<file path="config.mk">
export PLATFORM = sky130hd
export DESIGN_NAME = mem_stage_ctrl
export DESIGN_NICKNAME = d
export VERILOG_FILES = /design/src/rtl/mem_stage_pkg.sv /design/src/rtl/mem_stage_ctrl_dest_decode.sv /design/src/rtl/mem_stage_ctrl.sv
export SDC_FILE = /design/constraint.sdc
export NUM_CORES = 1
export LEC_CHECK = 0
export BUFFER_PORTS_ARGS = -buffer_cell sky130_fd_sc_hd__buf_2
export CAP_MARGIN = 40
export CORE_MARGIN = 4
export CORE_UTILIZATION = 37
export DETAILED_ROUTE_END_ITERATION = 8
export PLACE_DENSITY = 0.81
export SLEW_MARGIN = 20
export SYNTH_ARGS = -nofsm -noshare
export SYNTH_HDL_FRONTEND = slang
export SYNTH_SLANG_ARGS = --single-unit
</file>
<file path="constraint.sdc">
create_clock -name clk -period 4.1 [get_ports clk]
set_input_delay 1.23 -clock clk [delete_from_list [all_inputs] [get_ports clk]]
set_output_delay 1.23 -clock clk [all_outputs]
set_load 0.02 [all_outputs]
</file>
<file path="src/rtl/mem_stage_pkg.sv">
// mem_stage_pkg: opcodes, FSM states and select_z5 encodings shared by the memory-stage controller
package mem_stage_pkg;
  localparam logic [5:0] OP_RTYPE = 6'h00;
  localparam logic [5:0] OP_J     = 6'h02;
  localparam logic [5:0] OP_JAL   = 6'h03;
  localparam logic [5:0] OP_BEQ   = 6'h04;
  localparam logic [5:0] OP_BNE   = 6'h05;
  localparam logic [5:0] OP_LW    = 6'h23;
  localparam logic [5:0] OP_SW    = 6'h2B;
  typedef enum logic [1:0] {IDLE, ACCESS, DONE, ERR} state_t;
  localparam logic [1:0] Z5_RDATA = 2'd0;
  localparam logic [1:0] Z5_ALU   = 2'd1;
  localparam logic [1:0] Z5_PC    = 2'd2;
  function automatic logic [5:0] opcode(input logic [31:0] ir);
    return ir[31:26];
  endfunction
endpackage

</file>
<file path="src/rtl/mem_stage_ctrl_dest_decode.sv">
// dest_decode: ir -> has_dest/dest register written by that instruction (ports: ir in, has_dest/dest out)
module dest_decode
  import mem_stage_pkg::*;
(
  input  logic [31:0] ir,
  output logic        has_dest,
  output logic [4:0]  dest
);
  logic [5:0] op;
  logic       unused;
  assign op       = opcode(ir);
  assign has_dest = !(op == OP_SW || op == OP_BEQ || op == OP_BNE || op == OP_J);
  assign dest     = op == OP_RTYPE ? ir[15:11] : op == OP_JAL ? 5'd31 : ir[20:16];
  assign unused   = ^{ir[25:21], ir[10:0]};
endmodule

</file>
<file path="src/rtl/mem_stage_ctrl.sv">
// mem_stage_ctrl: stage-4 decode, req/ack memory sequencing with stall/nop5 and sticky timeout (clk, reset, ir4/valid4, ir5/valid5, mem_ack in; selects, mem_req/we, stall, nop5, mem_err out)
module mem_stage_ctrl
  import mem_stage_pkg::*;
#(
  parameter int TIMEOUT_CYCLES = 64,
  parameter int CNT_W          = 7
) (
  input  logic        clk,
  input  logic        reset,
  input  logic [31:0] ir4,
  input  logic        valid4,
  input  logic [31:0] ir5,
  input  logic        valid5,
  input  logic        mem_ack,
  output logic [1:0]  select_z5,
  output logic        select_writedata,
  output logic        mem_req,
  output logic        mem_we,
  output logic        stall,
  output logic        nop5,
  output logic        mem_err
);
  logic [5:0]       op;
  logic             is_mem;
  logic             has_dest5;
  logic [4:0]       dest5;
  logic             unused;
  state_t           state;
  logic [CNT_W-1:0] cnt;
  assign op     = opcode(ir4);
  assign is_mem = valid4 && (op == OP_LW || op == OP_SW);
  assign unused = ^{ir4[25:21], ir4[15:0]};
  dest_decode u_dest (
    .ir       (ir5),
    .has_dest (has_dest5),
    .dest     (dest5)
  );
  assign select_z5 = !valid4 ? Z5_ALU : op == OP_LW ? Z5_RDATA : op == OP_JAL ? Z5_PC : Z5_ALU;
  assign select_writedata = !(op == OP_SW && valid5 && has_dest5 && dest5 != 5'd0 && dest5 == ir4[20:16]);
  assign stall = (state == IDLE && is_mem) || state == ACCESS || state == ERR;
  assign nop5  = stall;
  always_ff @(posedge clk) begin
    if (reset) begin
      state   <= IDLE;
      mem_req <= 1'b0;
      mem_we  <= 1'b0;
      cnt     <= '0;
      mem_err <= 1'b0;
    end else begin
      case (state)
        IDLE: if (is_mem) begin
          state   <= ACCESS;
          mem_req <= 1'b1;
          mem_we  <= op == OP_SW;
          cnt     <= '0;
        end
        ACCESS: if (mem_ack) begin
          state   <= DONE;
          mem_req <= 1'b0;
        end else begin
          cnt <= cnt + 1'b1;
          if (cnt == CNT_W'(TIMEOUT_CYCLES - 1)) begin
            state   <= ERR;
            mem_req <= 1'b0;
            mem_err <= 1'b1;
          end
        end
        DONE: state <= IDLE;
        ERR: state <= ERR;
      endcase
    end
  end
endmodule

</file>
[Yosys cells after proc, flatten, opt, wreduce, memory -nomap -nowiden]
Cells that the tools add are included.
Word-level totals
  bits in registers: 12
  bits of input ports: 69
  output and inout bits: 8
  logic and storage cells: 62
Operators by class
  $add $sub $neg: 1
  equal/unequal tests: 16
  muxes and demuxes: 16
  bitwise logic cells: 1
  reductions and logical operators: 23
Operators by type and width (count)
  6-bit by 2-bit == test with 1-bit output (second input constant): 3
  6-bit == test (second input constant): 3
  7-bit 2-to-1 mux: 2
  7-bit one-hot mux with 2 select lines: 1
  6-bit by 3-bit == test with 1-bit output (second input constant): 2
  2-bit 2-to-1 mux: 6
  5-bit 2-to-1 mux: 2
  3-bit AND reduction: 3
  2-bit one-hot mux with 4 select lines: 1
  7-bit by 1-bit adder with 7-bit output (second input constant): 1
  7-bit by 6-bit == test with 1-bit output (second input constant): 1
  1-bit logical AND: 6
  6-bit zero test: 1
  1-bit logical OR: 6
  5-bit == test: 1
  5-bit nonzero test: 1
  2-bit == test (second input constant): 2
  2-bit inequality test (second input constant): 2
  2-bit AND reduction: 2
  1-bit 2-to-1 mux: 3
  3-bit by 2-bit inequality test with 1-bit output (second input constant): 1
  2-bit by 1-bit == test with 1-bit output (second input constant): 1
  1-bit zero test: 2
  2-bit zero test: 1
  3 further kinds: 3

[Longest topological paths before layout]
Gate-level depths: netlist (run 1).
  depth after elaboration: 9
  depth in mapped cells: 6
  mapped depth without buffers: 6

[By module]
Synthesis (run 1) repeated with hierarchy kept, for this count alone.
Second synthesis, totals
  cell total of the unflattened synthesis: 104
  area, all modules: 815.8 µm²
By module, submodules not included
  mem_stage_ctrl: instances 1, cells each 87, area each 681.9 µm², sequential area each 240.2 µm²
  dest_decode: instances 1, cells each 17, area each 133.9 µm², sequential area each 0.0 µm²

[Worst setup path before layout (run 1)]
No wires, ideal clock.
  kind: input-to-output
  start point: in ir5[29]
  end point: out select_writedata
  arrival time: 2845 ps
  data required time: 2870 ps
  path slack: 25 ps
  stages on the path: 6
  buffers on the path: 1
  path through: or4_1 -> clkbuf_2 -> or4_4 -> a221oi_2 -> a211oi_1 -> nand3_1
On the way
  word-level cells in the longest chain between the ends: 9
  elaborated cells on any way between the ends: 18
  classes of those cells: 6 x eq/ne; 2 x mux; 10 x reduce/logical
Ends and longest elaborated chain
  start: declaration: RTL line mem_stage_ctrl.sv:12  | input logic [31:0] ir5,
  parallel branches: the longest is 7 deep, another holds 6-bit by 2-bit == test with 1-bit output
  1-bit logical AND *: RTL line mem_stage_ctrl.sv:39  | assign select_writedata = !(op == OP_SW && valid5 && has_dest5 && dest5 != 5'd0 && dest5 == ir4[20:16]);
  1-bit zero test *: RTL line mem_stage_ctrl.sv:39
  end: declaration: RTL line mem_stage_ctrl.sv:16  | output logic select_writedata,
Mark *: on every way between the ends.

[Final worst setup path (run 1)]
Ends and elaborated chain as after synthesis.

==> flow_summary_export.csv, run 1 <==
group,metric,value,unit
outcome,status,"finished with violations",
outcome,violations,"negative setup slack",
synthesis,ys_ff_latch,12,
synthesis,synth.avg_cell_area,7.74,sq um
setup_path,worstPathArrival,2.95,ns
synthesis,syn_inst,111,
timing,max_slew_margin,0.654,
setup_path,critPathMaxFanout,2,
timing,skew,0.00243,ns
timing,whs,0.466,ns
global_routing,grt_first_pass_wirelength,4.26,mm
pwr,seqPwrFrac,0.438,
pwr,leakagePower,0.515,nW
setup_path,crit_type,"primary input to output port",
clock_tree,cts_sinks,12,
clock_tree,post-cts-setup-buffers,0,
pwr,p_clk_frac,0.351,
synthesis,ys_seq_area_frac,0.279,
global_routing,grt_max_degree,13,
die,initial_utilization,0.389,
setup_path,crit_path_start_kind,"primary input",
min_path,worstHoldPathType,"flip-flop to flip-flop",
detailed_routing,wl_met1,1.00,mm
setup_path,setup.worst_path.end_class,"output port",
clock_tree,clock_path_buffers,2,
synthesis,synth.distinct_cells,44,
die,die_y,56.2,microns
place,portBuffers,39,
clock_tree,clk_pin_slew_worst_paths,0.07,ns
pwr,p_comb_frac,0.212,
pwr,swShare,0.260,
detailed_routing,drt-initial-drc-count,23,
pwr,power_density,223,nW/um^2
clock_tree,clk_latency,0.27,ns
die,chipWidth,56.2,microns
detailed_routing,avgViaCountPerCell,5.74,
detailed_routing,firstDrtPassIters,4,
synthesis,synth-async-reset-ratio,0,
pwr,max-vdd-ir-drop,0.188,mV
cells_and_area,fin_area,1200,sq um
die,io_pins,77,
min_path,hold-path-endpoint,"mem_err",
synthesis,synth_top_flop_cell,"dfxtp_1",
place,place_congestion,0.984,
setup_path,reg2reg_from,"state[0]",
global_routing,antenna_found_initial,0,
synthesis,yosys_warnings,0,
detailed_routing,top_layer,"met4",
global_routing,grt_use_total,0.164,
synthesis,syn_nets,181,
timing,rsz0062_at_grt,"yes",
timing,max_freq,239,MHz
clock_tree,htreeDepth,1,
detailed_routing,wl_met3,170,microns
cells_and_area,num-nets-final,229,
timing,finalSetupViolCount,1,
timing,period_minus_slack,4.18,ns
timing,final-hold-violation-count,0,
die,core,2210,sq um
detailed_routing,dr_wl_met2,1.31,mm
cells_and_area,n_antenna_cell,0,
place,place_area,1130,sq um
die,num_rows,17,
setup_path,rrSetupSlack,2.61,ns
setup_path,worst_ep_required_time,2.87,ns
cells_and_area,drive_above_1_share,0.361,
place,hpwlAfterDp,2.04,mm
timing,period_share,1.02,
synthesis,synth_area,860,sq um
detailed_routing,drc,0,
timing,worstMarginPinSlew,0.513,ns
clock_tree,clockRootBuffer,"clkbuf_4",
clock_tree,cts_tree,"yes",
detailed_routing,wl_per_cell,13.6,microns
pwr,switching_power,69.7,uW
min_path,hold_depth,2,
detailed_routing,vias,1068,
timing,timing.setup.tns,-0.0772,ns
timing,worst_slack,-0.0772,ns
die,design.die.area,3160,sq um
global_routing,first_global_vias,1047,
synthesis,synth-edff-count,0,
detailed_routing,drt-total-wl,2.53,mm
pwr,p_int,198,uW
clock_tree,numCtsBuffers,3,
timing,slew_violations,0,
setup_path,reg2regPathDepth,5,
min_path,min_from,"mem_err",
flow_run,drv_cap,0,
clock_tree,ctsHoldBuffers,0,
cells_and_area,synthToLayoutAreaGrowth,39.4,%
detailed_routing,ant_nets,0,
setup_path,r2r-end,"cnt[5]",
global_routing,grt_overflow_total,0,
cell families after synthesis:
group / synth area share
xor gates and xnor gates: 0.0713
AOI/OAI and AO/OA: 0.240
DFF: 0.279
buffers and inverters: 0.0495
and+or+nand+nor: 0.345
adders and majority gates: 0.0146
critical path, cell delays in order:
cell,delay (ns)
buf_6,0.09
or4_4,0.53
or4_4,0.51
a221oi_4,0.24
a211oi_2,0.10
nand3_1,0.10
buf_6,0.13
power groups by stage:
stage	sequential, mW	clock [mW]	combinational (mW)
after floorplan	0.120	0	0.0219
after CTS	0.117	0.0973	0.0545
after detailed placement	0.120	0	0.0525
after global routing	0.117	0.104	0.0622
after global placement	0.120	0	0.0500
final	0.117	0.0939	0.0567
synth_stat cells, types with 2 or more instances:
cell	n	area, sq um
nor2_1	14	52.6
nand3b_1	2	15.0
nor4b_1	2	17.5
nand2_1	3	11.3
a21oi_1	7	35.0
or2_2	2	12.5
nor4_1	4	25.0
o21ai_0	4	20.0
xnor2_1	6	52.6
o22ai_1	7	43.8
nor3_1	6	30.0
dfxtp_1	12	240
or2_1	2	12.5
inv_1	7	26.3
nand3_1	4	20.0
flip-flops by register name (all words and copies together) (netlist names):
signal	cells
cnt	7
state	2
mem_err	1
mem_req	1
mem_we	1
worst max path at each step:
stage / slack [ns] / to / startpoint / depth (start not counted)
after floorplan: 0.02 / select_writedata / ir5[29] / 6
after global placement: -0.13 / select_writedata / ir5[29] / 8
after detailed placement: -0.14 / select_writedata / ir5[29] / 8
after CTS: -0.06 / select_writedata / ir5[29] / 7
after global routing: -0.15 / select_writedata / ir5[29] / 7
final: -0.08 / select_writedata / ir5[29] / 7
area by class of cell:
| class | count | area [sq um] |
|---|---|---|
| Multi-Input combinational cell | 89 | 597 |
| Inverter | 7 | 26.3 |
| Fill cell | 214 | 1010 |
| Timing Repair Buffer | 46 | 264 |
| Clock buffer | 4 | 36.3 |
| Tap cell | 28 | 35.0 |
| Sequential cell | 12 | 240 |
cells in the final DEF, fill, tap and decap left out, types with 2 or more instances in the layout:
cell	instances
a21oi_1	7
buf_2	37
buf_4	6
buf_6	3
clkbuf_4	3
dfxtp_1	12
inv_1	7
nand2_1	3
nand3_1	4
nand3b_1	2
nor2_1	14
nor3_1	6
nor4_1	4
nor4b_1	2
o21ai_0	3
o22ai_1	7
or2_1	2
or2_2	2
or4_4	2
xnor2_1	6
metrics by stage:
step                instances  worst slack, ns  total power [mW]   util
finish                    186          -0.0772             0.268  0.542
detailed placement        182           -0.141             0.173  0.509
floorplan                 111           0.0248             0.142      -
CTS                       186          -0.0630             0.269  0.537
global route              186           -0.147             0.284  0.542
global placement          182           -0.126             0.170  0.509
per-layer routing:
| metal | track usage | up-vias |
|---|---|---|
| li1 | - | 518 |
| met3 | 0.0371 | 6 |
| met5 | 0 | - |
| met1 | 0.183 | 489 |
| met2 | 0.302 | 55 |
| met4 | 0.0542 | 0 |
timing repair:
item / 4_1_cts / 5_1_grt
gates cloned: 0 / 0
endpoints found under the setup margin: 1 / 1
pin swaps: 0 / 1
gates resized for setup: 6 / 2
Power figures use the tool's default switching activity.
==> inputs of run 2 (changes only) <==
- SETUP_SLACK_MARGIN: not set -> 0.5
==> run 2 against run 1 <==
The run still ends with negative setup slack left. Flip-flop and latch count stayed put. Maximum frequency rose by 0.14%. Design area down 2.4%. Clock power is 26% lower. Combinational power down 4.6%. Final cell count down 0.54%. Highest routed layer unchanged.
==> flow_summary_export.csv, run 2 (synthesized netlist as in run 1, its figures left out) <==
group,metric,value,unit
detailed_routing,firstDrtPassIters,4,
global_routing,grt_first_pass_wirelength,3.80,mm
setup_path,crit_type,"primary input to output port",
outcome,status,"finished with violations",
min_path,worstHoldPathType,"flip-flop to flip-flop",
global_routing,antenna_found_initial,0,
setup_path,critPathMaxFanout,3,
setup_path,slowest_stage,"or4_4",
timing,period_minus_slack,4.17,ns
detailed_routing,drc,0,
die,initial_utilization,0.389,
clock_tree,clockRootBuffer,"clkbuf_4",
timing,period_share,1.02,
die,chipWidth,56.2,microns
timing,max_freq,240,MHz
timing,final-hold-violation-count,0,
cells_and_area,multi_input_area,586,sq um
detailed_routing,wl_per_cell,12.8,microns
timing,skew,0.00353,ns
cells_and_area,final_cell_mix,"37 x buf_2, 14 x nor2_1, 12 x dfxtp_1",
timing,worstMarginPinSlew,0.490,ns
place,place_congestion,0.942,
clock_tree,htreeDepth,1,
outcome,violations,"negative setup slack",
die,core,2210,sq um
cells_and_area,largest_registers,"cnt: 7 flops, state: 2 flops",
setup_path,crit_family,"simple AND/OR/NAND/NOR gates",
die,num_rows,17,
cells_and_area,layout_commonest_cell,"buf_2",
detailed_routing,vias,1024,
global_routing,grt_max_degree,13,
cells_and_area,postLayoutCoreUtil,0.529,
clock_tree,cts_tree,"yes",
place,placed_cells,181,
detailed_routing,drt-initial-drc-count,20,
setup_path,critical_path.cell_chain,"buf_6, or4_4, or4_4, a221oi_2, a211oi_2, nand3_1, buf_6",
cells_and_area,largest_reg_flops,7,
cells_and_area,top_register,"cnt",
global_routing,grt_use_total,0.148,
detailed_routing,avgViaCountPerCell,5.54,
timing,max_slew_margin,0.669,
pwr,max-vdd-ir-drop,0.159,mV
timing,finalSetupViolCount,1,
place,hpwlAfterDp,1.96,mm
pwr,power_density,206,nW/um^2
die,design.die.area,3160,sq um
die,die_y,56.2,microns
clock_tree,clock_path_buffers,2,
timing,worst_slack,-0.0712,ns
flow_run,drv_cap,0,
clock_tree,clk_latency,0.27,ns
setup_path,crit_buf_inv,2,
cells_and_area,drive_above_1_share,0.357,
setup_path,crit_path_start_kind,"primary input",
cells_and_area,fillers,217,
cells_and_area,n_antenna_cell,0,
clock_tree,clk_pin_slew_worst_paths,0.06,ns
global_routing,grt_overflow_total,0,
clock_tree,cts_sinks,12,
timing,slew_violations,0,
setup_path,worstPathArrival,2.94,ns
setup_path,cp_slowest_stage_delay,0.54,ns
die,io_pins,77,
pwr,leakagePower,0.499,nW
detailed_routing,drt-total-wl,2.37,mm
cells_and_area,synthToLayoutAreaGrowth,36.1,%
setup_path,worst_ep_required_time,2.87,ns
setup_path,setup.worst_path.end_class,"output port",
cells_and_area,regArea,240,sq um
global_routing,first_global_vias,958,
cells_and_area,layoutNonFillerInstCount,185,
place,portBuffers,39,
cells_and_area,num-nets-final,229,
detailed_routing,ant_nets,0,
timing,rsz0062_at_grt,"yes",
clock_tree,numCtsBuffers,3,
## run 2: area by class of cell
cell class	instances	share of cell area
Multi-Input combinational cell	89	0.501
Timing Repair Buffer	46	0.222
Clock buffer	3	0.0193
Sequential cell	12	0.205
Inverter	7	0.0225
Tap cell	28	0.0299
## run 2: power by group
part	internal (mW)	total [mW]	switching (mW)
Combinational	0.0264	0.0541	0.0277
Sequential	0.117	0.117	0.000414
Clock	0.0340	0.0699	0.0359
## run 2: what timing repair did
action / 4_1_cts / 5_1_grt
gates resized for setup: 2 / 3
endpoints found under the setup margin: 1 / 1
setup buffers: 0 / 1
pin swaps: 1 / 4
hold buffers: 0 / 0
## run 2: worst paths after layout
| kind | start | to | slack [ns] | cells past startpoint |
|---|---|---|---|---|
| hold reg to reg | mem_we | mem_we | 0.47 | 2 |
| hold / removal | mem_we | mem_we | 0.47 | 2 |
| setup / recovery | ir5[31] | select_writedata | -0.07 | 7 |
| setup reg to reg | state[0] | cnt[3] | 2.65 | 5 |
## run 2: metal layers
| metal | routed length [microns] | vias up | global-route usage |
|---|---|---|---|
| li1 | - | 511 | - |
| met1 | 954 | 467 | 0.164 |
| met2 | 1230 | 41 | 0.252 |
| met3 | 159 | 5 | 0.0557 |
| met4 | 26 | 0 | 0.0610 |
| met5 | 0 | - | 0 |
## run 2: through the flow
step	power (mW)	setup slack (ns)	cell area, sq um	TNS, ns	hold WS [ns]
after floorplan	0.142	0.0248	860	0	0.450
after global placement	0.169	-0.123	1120	-0.123	0.448
after detailed placement	0.171	-0.139	1120	-0.139	0.464
after CTS	0.242	-0.0712	1150	-0.0712	0.475
after global routing	0.256	-0.146	1170	-0.146	0.508
final	0.241	-0.0712	1170	-0.0712	0.468
## run 2: worst reg2reg max path: stages, from the launching register on
cell and delay, ns:
dfxtp_1 0.33, inv_1 0.13, a41oi_1 0.25, nor4b_1 0.41
xnor2_1 0.16, nor2_1 0.05
